==> src/rtl/compare_feed.sv <==
// ============================================================================
// Module   : compare_feed
// Purpose  : Feeds signed operand pairs from a producer to an external
//            combinational comparator and returns the registered comparison
//            result to a consumer over a valid/ready handshake.
//            Pairs are buffered in a 2-entry FIFO; a small FSM pops one pair,
//            holds it on the comparator inputs for one cycle, captures the
//            comparator output and presents it until the consumer accepts.
// Revision : 1.0 - initial release
//
// Ports
//   i_clk        in   1     clock, rising-edge active
//   i_rsn        in   1     asynchronous active-low reset
//   i_arg_A      in   BITS  operand A from producer (signed)
//   i_arg_B      in   BITS  operand B from producer (signed)
//   i_valid      in   1     producer offers an operand pair
//   o_ready      out  1     FIFO has room for a pair this cycle
//   o_arg_A      out  BITS  registered operand A to comparator (signed)
//   o_arg_B      out  BITS  registered operand B to comparator (signed)
//   i_cmp_result in   1     comparator result for o_arg_A / o_arg_B
//   o_result     out  1     registered comparison result
//   o_valid      out  1     o_result is valid for the consumer
//   i_ready      in   1     consumer accepts o_result
//   o_count      out  16    results delivered so far, wraps silently
// ============================================================================
`default_nettype none

module compare_feed #(
  parameter int BITS = 32
) (
  input  logic                   i_clk,
  input  logic                   i_rsn,
  input  logic signed [BITS-1:0] i_arg_A,
  input  logic signed [BITS-1:0] i_arg_B,
  input  logic                   i_valid,
  output logic                   o_ready,
  output logic signed [BITS-1:0] o_arg_A,
  output logic signed [BITS-1:0] o_arg_B,
  input  logic                   i_cmp_result,
  output logic                   o_result,
  output logic                   o_valid,
  input  logic                   i_ready,
  output logic [15:0]            o_count
);

  typedef enum logic [1:0] {
    ST_IDLE   = 2'd0,
    ST_SAMPLE = 2'd1,
    ST_WAIT   = 2'd2
  } state_t;

  state_t state;
  state_t state_nxt;

  // 2-entry FIFO storage; A and B of a pair share one slot so they can
  // never be separated or reordered.
  logic signed [BITS-1:0] fifo_a [2];
  logic signed [BITS-1:0] fifo_b [2];
  logic                   wr_ptr;
  logic                   rd_ptr;
  logic [1:0]             fill;

  logic fifo_empty;
  logic fifo_full;
  logic push;
  logic pop;
  logic capture;
  logic deliver;

  logic [15:0] count;

  assign fifo_empty = (fill == 2'd0);
  assign fifo_full  = (fill == 2'd2);

  // Ready depends on occupancy only, never on the consumer side.
  assign o_ready = ~fifo_full;
  assign push    = i_valid & ~fifo_full;
  assign o_count = count;

  // --------------------------------------------------------------------------
  // FSM state register
  // --------------------------------------------------------------------------
  always_ff @(posedge i_clk or negedge i_rsn) begin
    if (!i_rsn) begin
      state <= ST_IDLE;
    end else begin
      state <= state_nxt;
    end
  end

  // --------------------------------------------------------------------------
  // FSM next-state and control strobes.
  // Pop decisions use the occupancy before this edge, so a pair pushed on
  // the same edge is never popped at once (no bypass path).
  // --------------------------------------------------------------------------
  always_comb begin
    state_nxt = state;
    pop       = 1'b0;
    capture   = 1'b0;
    deliver   = 1'b0;
    case (state)
      ST_IDLE: begin
        if (!fifo_empty) begin
          pop       = 1'b1;
          state_nxt = ST_SAMPLE;
        end
      end
      ST_SAMPLE: begin
        // Operands have been stable on the comparator for a full cycle.
        capture   = 1'b1;
        state_nxt = ST_WAIT;
      end
      ST_WAIT: begin
        if (i_ready) begin
          deliver = 1'b1;
          if (!fifo_empty) begin
            pop       = 1'b1;
            state_nxt = ST_SAMPLE;
          end else begin
            state_nxt = ST_IDLE;
          end
        end
      end
      default: begin
        state_nxt = ST_IDLE;
      end
    endcase
  end

  // --------------------------------------------------------------------------
  // FIFO storage and pointers
  // --------------------------------------------------------------------------
  always_ff @(posedge i_clk or negedge i_rsn) begin
    if (!i_rsn) begin
      for (int i = 0; i < 2; i++) begin
        fifo_a[i] <= '0;
        fifo_b[i] <= '0;
      end
      wr_ptr <= 1'b0;
      rd_ptr <= 1'b0;
      fill   <= 2'd0;
    end else begin
      if (push) begin
        fifo_a[wr_ptr] <= i_arg_A;
        fifo_b[wr_ptr] <= i_arg_B;
        wr_ptr         <= ~wr_ptr;
      end
      if (pop) begin
        rd_ptr <= ~rd_ptr;
      end
      // Simultaneous push and pop leaves the occupancy unchanged.
      case ({push, pop})
        2'b10:   fill <= fill + 2'd1;
        2'b01:   fill <= fill - 2'd1;
        default: fill <= fill;
      endcase
    end
  end

  // --------------------------------------------------------------------------
  // Comparator operand registers: only change when a pair is popped, so
  // they hold their last values while idle and stay stable while a result
  // is sampled or waiting.
  // --------------------------------------------------------------------------
  always_ff @(posedge i_clk or negedge i_rsn) begin
    if (!i_rsn) begin
      o_arg_A <= '0;
      o_arg_B <= '0;
    end else if (pop) begin
      o_arg_A <= fifo_a[rd_ptr];
      o_arg_B <= fifo_b[rd_ptr];
    end
  end

  // --------------------------------------------------------------------------
  // Result, valid and delivery counter
  // --------------------------------------------------------------------------
  always_ff @(posedge i_clk or negedge i_rsn) begin
    if (!i_rsn) begin
      o_result <= 1'b0;
      o_valid  <= 1'b0;
      count    <= 16'h0000;
    end else begin
      if (capture) begin
        o_result <= i_cmp_result;
        o_valid  <= 1'b1;
      end else if (deliver) begin
        o_valid  <= 1'b0;
      end
      if (deliver) begin
        count <= count + 16'h0001;
      end
    end
  end

endmodule

`default_nettype wire

==> config.mk <==
export PLATFORM = sky130hd
export DESIGN_NAME = compare_feed
export DESIGN_NICKNAME = d
export VERILOG_FILES = /design/src/rtl/compare_feed.sv
export SDC_FILE = /design/constraint.sdc
export NUM_CORES = 1
export LEC_CHECK = 0
export CORE_MARGIN = 5
export CORE_UTILIZATION = 45
export CTS_CLUSTER_SIZE = 14
export DETAILED_ROUTE_END_ITERATION = 7
export PLACE_DENSITY_LB_ADDON = 0.15
export RECOVER_POWER = 25
export SYNTH_ARGS = -nofsm -noshare
export SYNTH_HDL_FRONTEND = slang
export SYNTH_SLANG_ARGS = --single-unit
==> constraint.sdc <==
create_clock -name i_clk -period 2.63 [get_ports i_clk]
set_clock_uncertainty 0.2 [all_clocks]
set_input_delay 0.6575 -clock i_clk [delete_from_list [all_inputs] [get_ports i_clk]]
set_output_delay 0.6575 -clock i_clk [all_outputs]
set_load 0.01 [all_outputs]
==> results.txt, run 1 <==
setup slack after layout = 0.0977 ns
Hold Crit Start = o_count[15]
CTS root buf = clkbuf_16
sw power = 4.91 mW
Net Sw Frac = 0.318
Syn Inst Count = 634
final setup fails = 0
leakage = 5.12 nW
GRT Total Usage = 0.168
Hold Slack = 0.272 ns
post-synth top area cell = dfrtp_1
DRC violations left = 0
routed via count = 5469
total die area = 22900 um2
YS warnings = 0
commonest non-fill, non-tap cell in the layout = dfrtp_1
crit share post-route = 0.963
initial antenna violation count = 0
top cell type's share of synthesized area = 0.601
combined area of the multi-input logic cells = 3300 um2
Avg Cell Area, Syn = 14.2 um2
core outline area = 19600 um2
Gate power share = 0.400
Syn-to-layout area delta = 29.3%
Max Cap Violations = 0
global-route wire length before repair = 30.9 mm
internal power = 10.5 mW
ys async rst share = 1.00
Crit Path Max Fanout = 4
clock-pin slew on the worst setup and hold paths = 0.06 ns
r2r startpoint = fill[0]
RSZ-0062 raised after global routing = false
crit-path cells = nand2b_4 > clkdlybuf4s50_1
crit-path max cell delay = 0.55 ns
clk sink count = 216
Setup Buffers After CTS = 0
drt first-iter violations = 185
Setup TNS Final = 0 ns
CP Capture Type = output pin
Initial Util = 0.459
NumNets Final = 868
Rows = 51
outcome = finished clean
f_max = 395 MHz
Critical Path AT = 1.67 ns
post-synthesis cell area = 8990 um2
Pre-antenna DRT Iters = 4
Chip Width = 151 um
Max clock buf depth = 3
critical path startpoint = fill[0]
vias per std cell = 5.06
Antenna diodes = 0
Slew @ Worst Pin = 1.01 ns
VDD IR max = 0.000669 V
Flop pwr share = 0.386
largest net degree at the start of global routing = 70
Most used DFF post-synth = dfrtp_1
remaining global-route overflow = 0
Final Hold Vio Count = 0
DP HPWL = 12.4 mm
relative slew slack = 0.328
Buffers & Inverters on Critical Path = 1
layout cell share with drive strength beyond 1 = 0.215
CTS tree = done
Worst setup SP type = flip-flop
Slowest-stage cell, CP = clkdlybuf4s50_1
fill count = 1595
post-synthesis sequential area ratio = 0.601
worst-skew pair later-pin latency = 0.51 ns
WL/cell = 17.6 um
WL final = 19.0 mm
number of global-route vias before repair = 5905
commonest non-fill, non-tap cells in the layout = dfrtp_1 (215), clkdlybuf4s50_1 (148), nor2_1 (70)
Post-Syn Nets = 705
ANT nets after route = 0
area occupied by registers = 5410 um2
Vert. Die Dim = 151 um
critical path class = flip-flop to output pin
Area contributors post-synth = dfrtp_1 (60%), mux2_4 (8.4%), mux2_2 (8.1%)
worst hold path type = flip-flop to flip-flop
H-tree depth reported by CTS = 1
Power Dens Cells = 1330 nW/um2
Final min period = 2.53 ns
Num CTS Buffers = 24
Max Slew Vio Count = 0
IO Pins = 152
global placer's final weighted congestion = 0.757
Yosys reg bits = 216
Req. time, crit path = 1.77 ns
Top delay family on crit path = buffers and inverters
Clock power frac = 0.213
Post-synth EDFFs = 0
I/O Buffers = 151
Setup WS pre-CTS = 0.162 ns
Netlist cell types = 33
==> power groups by stage <==
stage	clock, mW	combinational, mW	sequential, mW
after CTS	3.40	6.32	5.98
after global routing	3.53	6.75	6.17
after global placement	0	6.09	5.93
after detailed placement	0	6.28	6.01
after floorplan	0	3.95	5.99
final	3.30	6.18	5.96
==> timing repair <==
item                                   CTS  global route
setup endpoints to repair                0             0
endpoints found under the hold margin   61             0
gates resized for setup                  0             0
hold buffers                             1             0
==> Yosys cell counts, types with 2 or more instances <==
| cell | n |
|---|---|
| mux2i_1 | 64 |
| nor2_1 | 70 |
| xnor2_1 | 12 |
| dfrtp_1 | 216 |
| buf_6 | 7 |
| mux2_1 | 15 |
| nand2_1 | 6 |
| mux2_4 | 50 |
| buf_4 | 4 |
| buf_2 | 15 |
| a21oi_1 | 66 |
| mux2_2 | 65 |
| nand2b_1 | 2 |
| clkbuf_1 | 3 |
| nand3_1 | 2 |
| nand4_1 | 6 |
| and4_1 | 2 |
| and3_1 | 2 |
| ha_1 | 2 |
| buf_8 | 5 |
| xor2_1 | 8 |
==> cell families (layout without fill, tap and decap cells) <==
| kind of cell | after synthesis | count (layout) | share of synthesized area |
|---|---|---|---|
| flops | 216 | 216 | 0.601 |
| mux | 194 | 194 | 0.255 |
| simple gates | 100 | 100 | 0.0537 |
| compound gates | 67 | 67 | 0.0373 |
| buf+inv | 35 | 216 | 0.0305 |
| xor+xnor | 20 | 20 | 0.0195 |
| fa+ha+maj | 2 | 2 | 0.00278 |
==> routing by layer <==
metal | global-route usage | up-vias | wire length [um] | part of all wire
li1 | - | 2552 | - | -
met5 | 0 | - | 0 | 0
met4 | 0.0376 | 0 | 320 | 0.017
met1 | 0.219 | 2775 | 8240 | 0.43
met3 | 0.0422 | 24 | 1150 | 0.060
met2 | 0.283 | 118 | 9310 | 0.49
==> flip-flops by register name, summed over array words and instances, names as in the netlist, 2 cells and up <==
register,cells
fifo_a,64
fifo_b,64
o_arg_B,32
fill,2
o_arg_A,32
o_count,16
state,2
==> layout make-up <==
| type | count | area share |
|---|---|---|
| Tap cell | 265 | 0.0285 |
| Clock inverter | 5 | 0.00527 |
| Timing Repair Buffer | 171 | 0.153 |
| Clock buffer | 39 | 0.0634 |
| Sequential cell | 216 | 0.465 |
| Inverter | 1 | 0.000323 |
| Multi-Input combinational cell | 383 | 0.284 |
==> worst paths after layout <==
check	cells after the start	slack, ns	end
worst max-delay path	2	0.1	o_ready
worst min-delay path	1	0.27	o_count[15]
worst min register to register	1	0.27	o_count[15]
min in group asynchronous	2	0.71	o_count[11]
worst max register to register	4	0.55	fifo_b[2]
max in group asynchronous	3	0.44	fifo_a[2]
==> metrics by stage <==
step	cell area (um2)	cells	power [mW]	utilization
floorplan	8990	634	9.95	-
finish	11600	1080	15.4	0.593
global placement	10900	1035	12.0	0.554
detailed placement	10900	1035	12.3	0.554
CTS	11700	1080	15.7	0.595
global route	11600	1080	16.5	0.593
Power figures use the tool's default switching activity.
==> run 2: changes to the inputs <==
--- a/config.mk
+++ b/config.mk
@@ -5,7 +5,7 @@
 export SDC_FILE = /design/constraint.sdc
 export NUM_CORES = 1
 export LEC_CHECK = 0
-export CORE_MARGIN = 5
+export CAP_MARGIN = 20
 export CORE_UTILIZATION = 45
 export CTS_CLUSTER_SIZE = 14
 export DETAILED_ROUTE_END_ITERATION = 7
==> run 2 against run 1 <==
Sequential share of layout area rose by 0.075 points; utilization rose by 0.098 points; first-iteration DRC count grew 2.2%; largest cell class unchanged; die area shrank 10%; critical endpoint unchanged; clock-buffer cell count decreased by 2.
==> results.txt, run 2 (synthesized netlist as in run 1, its figures left out) <==
outcome = finished clean
Power Dens Cells = 1320 nW/um2 (-0.37%)
Net Sw Frac = 0.316 (-0.00188)
crit-path max cell delay = 0.54 ns (about the same)
WL/cell = 17.0 um (-3.2%)
IO Pins = 152 (unchanged)
Max clock buf depth = 3 (unchanged)
final setup fails = 0 (unchanged)
Clock power frac = 0.209 (-0.004)
Hold Path Depth = 1 (unchanged)
reg-to-reg endpoint = fifo_a[33]
Crit Path Max Fanout = 4 (unchanged)
Syn-to-layout area delta = 29.1%
number of cells upsized or downsized after cts = 0 (unchanged)
WL final = 18.4 mm (-3.4%)
Area after DPL = 10900 um2 (about the same)
Slowest-stage cell, CP = clkdlybuf4s50_1
DRC violations left = 0 (unchanged)
Antenna diodes = 0 (unchanged)
Max Slew Vio Count = 0 (unchanged)
WHS Endpoint = o_count[15]
Slew @ Worst Pin = 1.05 ns (+0.0390 ns)
critical path class = flip-flop to output pin
relative slew slack = 0.302 (-0.0260)
CP Capture Type = output pin
Chip Width = 143 um (-5.3%)
Setup TNS Final = 0 ns (unchanged)
layout cell share with drive strength beyond 1 = 0.214 (-0.000702)
CTS root buf = clkbuf_16
Pre-antenna DRT Iters = 4 (unchanged)
crit-path cells = nand2b_4 > clkdlybuf4s50_1
core outline area = 19500 um2 (-0.33%)
setup slack, reg-to-reg = 0.77 ns (+0.22 ns)
Final min period = 2.52 ns (-0.0153 ns)
Flop pwr share = 0.391 (+0.005)
VDD IR max = 0.000548 V (-18%)
crit share post-route = 0.957 (-0.00583)
Worst setup SP type = flip-flop
Hold Crit Start = o_count[15]
DP HPWL = 12.0 mm (-3.1%)
Critical Path AT = 1.66 ns (about the same)
GRT Total Usage = 0.186 (+0.0179)
Final Hold Vio Count = 0 (unchanged)
vias per std cell = 5.06 (about the same)
number of global-route vias before repair = 5819 (-1.5%)
global placer's final weighted congestion = 0.744 (-1.7%)
Final Cell Area = 11600 um2 (-0.16%)
RSZ-0062 raised after global routing = false
Req. time, crit path = 1.77 ns (about the same)
Vert. Die Dim = 143 um (-5.3%)
leakage = 5.11 nW (-0.22%)
R2R depth = 5 (+1)
H-tree depth reported by CTS = 1 (unchanged)
Top delay family on crit path = buffers and inverters
initial antenna violation count = 0 (unchanged)
Max Cap Violations = 0 (unchanged)
Num CTS Buffers = 23 (-4.2%)
# placed instances = 1036 (+0.097%)
CTS tree = done
Buffers & Inverters on Critical Path = 1 (unchanged)
total power = 15.4 mW (-0.54%)
internal power = 10.5 mW (-0.26%)
I/O Buffers = 151 (unchanged)
largest net degree at the start of global routing = 74 (+5.7%)
global-route wire length before repair = 30.3 mm (-1.9%)
Setup Buffers After CTS = 0 (unchanged)
routed via count = 5458 (-0.20%)
NumNets Final = 868 (unchanged)
sw power = 4.86 mW (-1.1%)
fin cells = 1078 (-0.19%)
Rows = 51 (unchanged)
drt first-iter violations = 189 (+2.2%)
hold_buf cts = 1 (unchanged)
remaining global-route overflow = 0 (unchanged)
Gate power share = 0.400 (about the same)
f_max = 397 MHz (+0.61%)
clk sink count = 216 (unchanged)
Largest regs = fifo_a x64, fifo_b x64
commonest non-fill, non-tap cell in the layout = dfrtp_1
total die area = 20500 um2 (-10%)
worst-skew pair later-pin latency = 0.49 ns (-0.02 ns)
ANT nets after route = 0 (unchanged)
r2r startpoint = fill[0]
clock-pin slew on the worst setup and hold paths = 0.06 ns (about the same)
Initial Util = 0.460 (+0.00150)
commonest non-fill, non-tap cells in the layout = dfrtp_1 (215), clkdlybuf4s50_1 (148), nor2_1 (70)
worst hold path type = flip-flop to flip-flop
## run 2: final cells by class
type | instances | area [um2]
clock inverters | 4 | 70.1
flip-flops and latches | 216 | 5410
inverters | 1 | 3.75
fillers | 1533 | 7920
repair buffers | 172 | 1790
clock buffers | 37 | 688
multi-input cells | 383 | 3320
well taps | 265 | 332
## run 2: how the worst max path moves through the flow
| stage | from | to | cells past startpoint |
|---|---|---|---|
| floorplan | i_ready | fill[1] | 8 |
| global placement | i_valid | fifo_a[34] | 5 |
| detailed placement | i_valid | fifo_a[33] | 5 |
| CTS | fill[0] | o_ready | 2 |
| global route | fill[0] | o_ready | 2 |
| finish | fill[0] | o_ready | 2 |
## run 2: power groups by stage
stage	logic [mW]	clock network (mW)	registers, mW
6_report	6.14	3.21	6.00
5_1_grt	6.70	3.45	6.21
4_1_cts	6.23	3.32	6.01
3_5_place_dp	6.20	0	6.04
3_3_place_gp	6.01	0	5.97
2_1_floorplan	3.95	0	5.99
## run 2: through the flow
step | setup WS [ns] | utilization | hold slack [ns]
after global routing | 0.0445 | 0.594 | 0.292
after floorplan | 0.575 | - | 0.162
after CTS | 0.0793 | 0.596 | 0.281
after global placement | 0.146 | 0.556 | 0.256
final | 0.113 | 0.594 | 0.271
after detailed placement | 0.135 | 0.556 | 0.273
## run 2: routing by layer
metal,track usage,vias to the layer above,part of all wire
li1,-,2537,-
met3,0.0387,26,0.055
met2,0.308,116,0.48
met5,0,-,0
met4,0.0515,0,0.016
met1,0.247,2779,0.45
